**config.mk**
```make
export PLATFORM = sky130hd
export DESIGN_NAME = gemm_top
export DESIGN_NICKNAME = d
export VERILOG_FILES = /design/src/rtl/gemm_top.sv
export SDC_FILE = /design/constraint.sdc
export NUM_CORES = 2
export LEC_CHECK = 0
export CAP_MARGIN = 30
export CORE_ASPECT_RATIO = 1.2
export CORE_MARGIN = 2
export CORE_UTILIZATION = 40
export DETAILED_ROUTE_END_ITERATION = 10
export HOLD_SLACK_MARGIN = 0.03
export PLACE_DENSITY = 0.56
export SETUP_SLACK_MARGIN = 0.02
export SLEW_MARGIN = 40
export SYNTH_ARGS = -nofsm -noshare
export SYNTH_HDL_FRONTEND = slang
export SYNTH_SLANG_ARGS = --single-unit
```
**constraint.sdc**
```tcl
create_clock -name S_AXI_ACLK -period 10.9 [get_ports S_AXI_ACLK]
set_input_delay 3.27 -clock S_AXI_ACLK [delete_from_list [all_inputs] [get_ports S_AXI_ACLK]]
set_output_delay 3.27 -clock S_AXI_ACLK [all_outputs]
set_load 0.1 [all_outputs]
```
**src/rtl/gemm_top.sv**
```systemverilog
// Matrix-vector multiply accelerator y = W*x, AXI4-Lite control plus AXI4-Stream data.
// Optional macro GEMM_RELU_EN clamps negative results to zero before output.
module gemm_top #(
  parameter int N = 8
) (
  input  logic        S_AXI_ACLK,
  input  logic        S_AXI_ARESETN,
  input  logic [31:0] S_AXI_AWADDR,
  input  logic        S_AXI_AWVALID,
  output logic        S_AXI_AWREADY,
  input  logic [31:0] S_AXI_WDATA,
  input  logic [3:0]  S_AXI_WSTRB,
  input  logic        S_AXI_WVALID,
  output logic        S_AXI_WREADY,
  output logic [1:0]  S_AXI_BRESP,
  output logic        S_AXI_BVALID,
  input  logic        S_AXI_BREADY,
  input  logic [31:0] S_AXI_ARADDR,
  input  logic        S_AXI_ARVALID,
  output logic        S_AXI_ARREADY,
  output logic [31:0] S_AXI_RDATA,
  output logic [1:0]  S_AXI_RRESP,
  output logic        S_AXI_RVALID,
  input  logic        S_AXI_RREADY,
  input  logic [31:0] S_AXIS_TDATA,
  input  logic        S_AXIS_TVALID,
  output logic        S_AXIS_TREADY,
  input  logic [3:0]  S_AXIS_TSTRB,
  input  logic        S_AXIS_TLAST,
  output logic [31:0] M_AXIS_TDATA,
  output logic        M_AXIS_TVALID,
  input  logic        M_AXIS_TREADY,
  output logic [3:0]  M_AXIS_TSTRB,
  output logic        M_AXIS_TLAST
);

  localparam int IW = (N > 1) ? $clog2(N) : 1;
  localparam int DW = $clog2(N + 1);

  typedef enum logic [2:0] {
    S_IDLE  = 3'd0,
    S_LOADW = 3'd1,
    S_RECVX = 3'd2,
    S_CALC  = 3'd3,
    S_SEND  = 3'd4
  } state_t;

  state_t          r_state;
  logic            r_live;
  logic            r_bvalid;
  logic            r_rvalid;
  logic [31:0]     r_rdata;
  logic [31:0]     r_cmd;
  logic [DW-1:0]   r_dim;
  logic [IW-1:0]   r_i;
  logic [IW-1:0]   r_j;
  logic [31:0]     r_acc;
  logic [31:0]     r_tdata;
  logic            r_tvalid;
  logic            r_tlast;
  logic [31:0]     r_w [N][N];
  logic [31:0]     r_x [N];
  logic [31:0]     r_y [N];

  logic [DW-1:0]   w_nm1;
  logic [IW-1:0]   w_last;
  logic [IW-1:0]   w_inext;
  logic            w_i_end;
  logic            w_j_end;
  logic            w_wr;
  logic            w_rd;
  logic            w_tready;
  logic            w_s_fire;
  logic [31:0]     w_prod;
  logic [31:0]     w_sum;
  logic [31:0]     w_yval;
  logic [DW-1:0]   w_dim_new;
  logic [31:0]     w_rmux;
  logic            w_unused;

  assign w_nm1    = r_dim - DW'(1);
  assign w_last   = w_nm1[IW-1:0];
  assign w_inext  = r_i + IW'(1);
  assign w_i_end  = (r_i == w_last);
  assign w_j_end  = (r_j == w_last);
  assign w_wr     = S_AXI_AWVALID & S_AXI_WVALID & r_live & ~r_bvalid;
  assign w_rd     = S_AXI_ARVALID & r_live & ~r_rvalid;
  assign w_tready = (r_state == S_LOADW) || (r_state == S_RECVX);
  assign w_s_fire = S_AXIS_TVALID & w_tready;
  assign w_prod   = r_w[r_i][r_j] * r_x[r_j];
  assign w_sum    = r_acc + w_prod;

`ifdef GEMM_RELU_EN
  assign w_yval = w_sum[31] ? '0 : w_sum;
`else
  assign w_yval = w_sum;
`endif

  always_comb begin
    w_dim_new = r_dim;
    if (S_AXI_WDATA == '0)
      w_dim_new = DW'(1);
    else if (S_AXI_WDATA > 32'(N))
      w_dim_new = DW'(N);
    else
      w_dim_new = S_AXI_WDATA[DW-1:0];
  end

  always_comb begin
    w_rmux = '0;
    case (S_AXI_ARADDR[3:2])
      2'd0:    w_rmux = r_cmd;
      2'd1:    w_rmux = {{(32-DW){1'b0}}, r_dim};
      2'd2:    w_rmux = {29'd0, r_state};
      default: w_rmux = '0;
    endcase
  end

  always_ff @(posedge S_AXI_ACLK or negedge S_AXI_ARESETN) begin
    if (!S_AXI_ARESETN) begin
      r_state  <= S_IDLE;
      r_live   <= 1'b0;
      r_bvalid <= 1'b0;
      r_rvalid <= 1'b0;
      r_rdata  <= '0;
      r_cmd    <= '0;
      r_dim    <= DW'(N);
      r_i      <= '0;
      r_j      <= '0;
      r_acc    <= '0;
      r_tdata  <= '0;
      r_tvalid <= 1'b0;
      r_tlast  <= 1'b0;
    end else begin
      r_live <= 1'b1;

      if (w_wr)
        r_bvalid <= 1'b1;
      else if (S_AXI_BREADY)
        r_bvalid <= 1'b0;

      if (w_rd) begin
        r_rvalid <= 1'b1;
        r_rdata  <= w_rmux;
      end else if (S_AXI_RREADY) begin
        r_rvalid <= 1'b0;
      end

      case (r_state)
        S_IDLE: begin
          if (w_wr && S_AXI_AWADDR[3:2] == 2'd0) begin
            r_cmd <= S_AXI_WDATA;
            r_i   <= '0;
            r_j   <= '0;
            if (S_AXI_WDATA == 32'd1)
              r_state <= S_LOADW;
            else if (S_AXI_WDATA == 32'd2)
              r_state <= S_RECVX;
          end else if (w_wr && S_AXI_AWADDR[3:2] == 2'd1) begin
            r_dim <= w_dim_new;
          end
        end
        S_LOADW: begin
          if (w_s_fire) begin
            if (w_j_end) begin
              r_j <= '0;
              if (w_i_end) begin
                r_i     <= '0;
                r_state <= S_IDLE;
              end else begin
                r_i <= w_inext;
              end
            end else begin
              r_j <= r_j + IW'(1);
            end
          end
        end
        S_RECVX: begin
          if (w_s_fire) begin
            if (w_j_end) begin
              r_j     <= '0;
              r_i     <= '0;
              r_acc   <= '0;
              r_state <= S_CALC;
            end else begin
              r_j <= r_j + IW'(1);
            end
          end
        end
        S_CALC: begin
          if (w_j_end) begin
            r_acc <= '0;
            r_j   <= '0;
            if (w_i_end) begin
              r_i     <= '0;
              r_state <= S_SEND;
            end else begin
              r_i <= w_inext;
            end
          end else begin
            r_acc <= w_sum;
            r_j   <= r_j + IW'(1);
          end
        end
        S_SEND: begin
          // First SEND cycle primes the output register; afterwards each handshake preloads the next word.
          if (!r_tvalid) begin
            r_tdata  <= r_y[r_i];
            r_tvalid <= 1'b1;
            r_tlast  <= w_i_end;
          end else if (M_AXIS_TREADY) begin
            if (r_tlast) begin
              r_tvalid <= 1'b0;
              r_tlast  <= 1'b0;
              r_i      <= '0;
              r_state  <= S_IDLE;
            end else begin
              r_tdata <= r_y[w_inext];
              r_tlast <= (w_inext == w_last);
              r_i     <= w_inext;
            end
          end
        end
        default: r_state <= S_IDLE;
      endcase
    end
  end

  // Data storage is deliberately left uninitialised across reset so W survives it.
  always_ff @(posedge S_AXI_ACLK) begin
    if (r_state == S_LOADW && w_s_fire)
      r_w[r_i][r_j] <= S_AXIS_TDATA;
    if (r_state == S_RECVX && w_s_fire)
      r_x[r_j] <= S_AXIS_TDATA;
    if (r_state == S_CALC && w_j_end)
      r_y[r_i] <= w_yval;
  end

  assign S_AXI_AWREADY = r_live & ~r_bvalid;
  assign S_AXI_WREADY  = r_live & ~r_bvalid;
  assign S_AXI_BRESP   = 2'b00;
  assign S_AXI_BVALID  = r_bvalid;
  assign S_AXI_ARREADY = r_live & ~r_rvalid;
  assign S_AXI_RDATA   = r_rdata;
  assign S_AXI_RRESP   = 2'b00;
  assign S_AXI_RVALID  = r_rvalid;
  assign S_AXIS_TREADY = w_tready;
  assign M_AXIS_TDATA  = r_tdata;
  assign M_AXIS_TVALID = r_tvalid;
  assign M_AXIS_TSTRB  = 4'hF;
  assign M_AXIS_TLAST  = r_tlast;

  assign w_unused = &{1'b0, S_AXI_AWADDR[31:4], S_AXI_AWADDR[1:0], S_AXI_ARADDR[31:4],
                      S_AXI_ARADDR[1:0], S_AXI_WSTRB, S_AXIS_TSTRB, S_AXIS_TLAST, w_nm1};

endmodule

```
==> flow_metrics.py <==
metrics = {
    "worst_setup_path": {
        "reg2reg_from": "r_i[0]",
        "cp.required_ns": 11.60,
        "critPathLaunch": "r_i[0]",
        "reg2reg_depth": 32,
        "crit_fanout": 27,
        "cpMaxStageDelayCell": "dfrtp_4",
        "end_kind": "flop",
        "path_common_cell": "fa_1",
        "critPathArrivalTime_ns": 11.38,
        "max_stage_delay_ns": 0.77,
        "critPathKind": "reg2reg",
        "start_kind": "flop",
    },
    "yosys": {
        "ys_ff_latch": 2706,
        "async_flop_share_pct": 5.395,
        "yosys.cell_types.count": 96,
        "syn_inst": 7706,
        "synthesis.area_sq_um": 122400,
        "ys.flop_type": "edfxtp_1",
        "yosysWarningCount": 0,
        "syn-mean-instance-area_sq_um": 15.88,
        "synth_edf_count": 2560,
        "ys_seq_area_share_pct": 65.80,
    },
    "clock_tree": {
        "cts_tree": "done",
        "cts_root_buffer": "clkbuf_16",
        "cts_made_buffers": 288,
        "clock_sinks": 2706,
        "cts.clk_slew.worst_paths_ns": 0.06,
        "clockBufferDepth": 4,
        "clkLatencyLatePin_ns": 0.87,
        "cts_hold_buf": 0,
        "htreeDepth": 5,
    },
    "route": {
        "post-route-drc-count": 0,
        "routed_wl_mm": 414.7,
        "via_per_inst": 5.979,
        "num_vias": 74699,
        "ant_nets": 0,
        "first_pass_iters": 7,
        "wl_per_cell_microns": 33.20,
        "drtIter0Drc": 9580,
    },
    "placed_design": {
        "hpwl_mm": 260.9,
        "port_buffers": 148,
        "place_area_sq_um": 132200,
        "dp.cells": 11981,
        "gp_congestion": 0.8873,
    },
    "finish": {
        "final_net_count": 8961,
        "multi_input_area_sq_um": 38310,
        "fin_util_pct": 46.36,
        "ff_latch_area_sq_um": 80550,
        "area_delta_synth_final_pct": 15.42,
        "finish.instance_area_sq_um": 141300,
        "drive_gt1_share_pct": 20.84,
        "finalNonFillerCells": 12493,
        "nFillCells": 26214,
    },
    "timing": {
        "fin_crit_sh_pct": 98.04,
        "worstMarginPinSlew_ns": 0.9028,
        "fmax_ghz": 0.09358,
        "slew_headroom_pct": 39.68,
        "rsz0062_at_grt": "false",
        "slew_viol_final": 0,
        "timing.setup.tns_ns": 0,
        "fin_skew_ns": 0.05807,
        "setup_violations": 0,
        "period_minus_slack_ns": 10.69,
        "finalHoldViolations": 0,
    },
    "floorplan": {
        "die_h_microns": 609.9,
        "coreArea_sq_um": 304700,
        "rows": 222,
        "die_x_microns": 508.9,
        "start_util_pct": 40.16,
        "io-pin-count": 226,
        "die-area_sq_um": 310400,
    },
    "global_route": {
        "grt_pass1_vias": 74139,
        "grt_pass1_wl_mm": 573.6,
        "grt_usage_pct": 26.19,
        "antenna_found_initial": 28,
        "grt_overflow_total": 0,
        "grt_max_degree": 86,
    },
    "hold_path": {
        "min_from": "S_AXI_RDATA[24]",
        "hold_class": "reg2reg",
        "hold_depth": 2,
    },
    "job": {
        "cap_violations": 0,
    },
    "outcome": {
        "status": "complete, no violations",
    },
}
[kinds of logic (layout without fill, tap and decap cells)]
family / Yosys count / after routing / share of synthesized area, %
buffers and inverters: 1032 / 1773 / 3.800
and+or+nand+nor: 1294 / 1294 / 4.848
AOI/OAI and AO/OA: 1310 / 1310 / 7.819
other: 2 / 16 / 0.006136
DFF: 2706 / 2706 / 65.80
muxes: 706 / 706 / 8.489
adders and majority gates: 565 / 565 / 8.463
xor gates and xnor gates: 91 / 91 / 0.7760
[layer usage]
metal,GRT usage (%),part of all wire (%)
met5,0,0.019
met3,4.271,8.5
met4,12.62,5.6
met2,43.57,48
met1,33.34,37
[synth_stat cells, types with 62 or more instances]
cell type	number	share of area [%]
nor2_1	486	1.5
fa_1	438	7.2
mux2_2	193	1.8
a221oi_1	201	1.4
nand2b_1	90	0.46
a221o_1	69	0.56
a22oi_1	232	1.4
nand3_1	64	0.26
xnor2_1	66	0.47
buf_6	63	0.58
buf_2	105	0.43
o22ai_1	140	0.72
mux4_2	242	4.5
edfxtp_1	2560	63
nand2_1	411	1.3
clkbuf_1	217	0.67
a21oi_1	143	0.58
ha_1	127	1.3
or2_2	62	0.32
dfrtp_1	145	3.0
a22o_1	74	0.53
mux2i_1	237	1.9
o21ai_0	189	0.77
inv_1	550	1.7
[path summary, 6_finish.rpt]
check	endpoint	slack, ns
max in group asynchronous	r_j[0]	7.29
worst min register to register	S_AXI_RDATA[24]	0.47
worst min-delay path	S_AXI_RDATA[24]	0.47
worst max-delay path	r_y[6][31]	0.21
min in group asynchronous	M_AXIS_TDATA[11]	2.45
worst max register to register	r_y[6][31]	0.21
[area by class of cell]
type	instances	area share [%]
Multi-Input combinational cell	3975	27.12
Inverter	555	1.484
Tap cell	4032	3.571
Timing Repair Buffer	724	4.512
Sequential cell	2706	57.02
Antenna cell	7	0.01240
Clock buffer	359	5.476
Clock inverter	135	0.8025
[state kept, by name (all words and copies together), names as in the netlist]
name           count
S_AXI_RDATA       32
r_cmd             32
r_j                3
M_AXIS_TLAST       1
r_x              256
r_live             1
S_AXI_BVALID       1
r_y              256
r_i                3
r_dim              4
r_state            3
r_w             2048
S_AXI_RVALID       1
M_AXIS_TDATA      32
M_AXIS_TVALID      1
r_acc             32
[critical path: cells and delay by family, from the launching register on]
kind	cells	cell delay, ns
and+or+nand+nor	4	1.17
xor gates and xnor gates	1	0.35
DFF	1	0.77
adders and majority gates	9	4.38
AOI/OAI and AO/OA	9	1.99
muxes	2	0.74
buffers and inverters	7	1.03
[timing repair]
action | 4_1_cts | 5_1_grt
setup buffers | 0 | 10
resized for setup | 0 | 8
endpoints found under the setup margin | 0 | 25
[stage by stage]
stage	worst slack, ns	hold slack (ns)
after detailed placement	0.1683	0.4651
after floorplan	1.349	0.4604
after CTS	0.1294	0.4782
after global routing	0.03019	0.5030
final	0.2139	0.4705
after global placement	0.2013	0.4610
[layout by cell type (no fill, tap or decap), drive strengths merged, types with 63 or more instances in the layout]
master  netlist  final
edfxtp     2560   2560
buf         260    680
inv         552    568
nor2        486    486
fa          438    438
nand2       411    411
clkbuf      217    360
mux4        242    242
mux2i       237    237
a22oi       232    232
mux2        227    227
a221oi      204    204
o21ai       191    191
dfrtp       145    145
a21oi       143    143
o22ai       140    140
ha          127    127
clkinv        3    100
nand2b       90     90
a22o         74     74
a221o        69     69
xnor2        68     68
nand3        65     65
or2          63     63
Power is not shown: default switching activity piles up to over one toggle a cycle in this logic, so the estimate is an artifact.
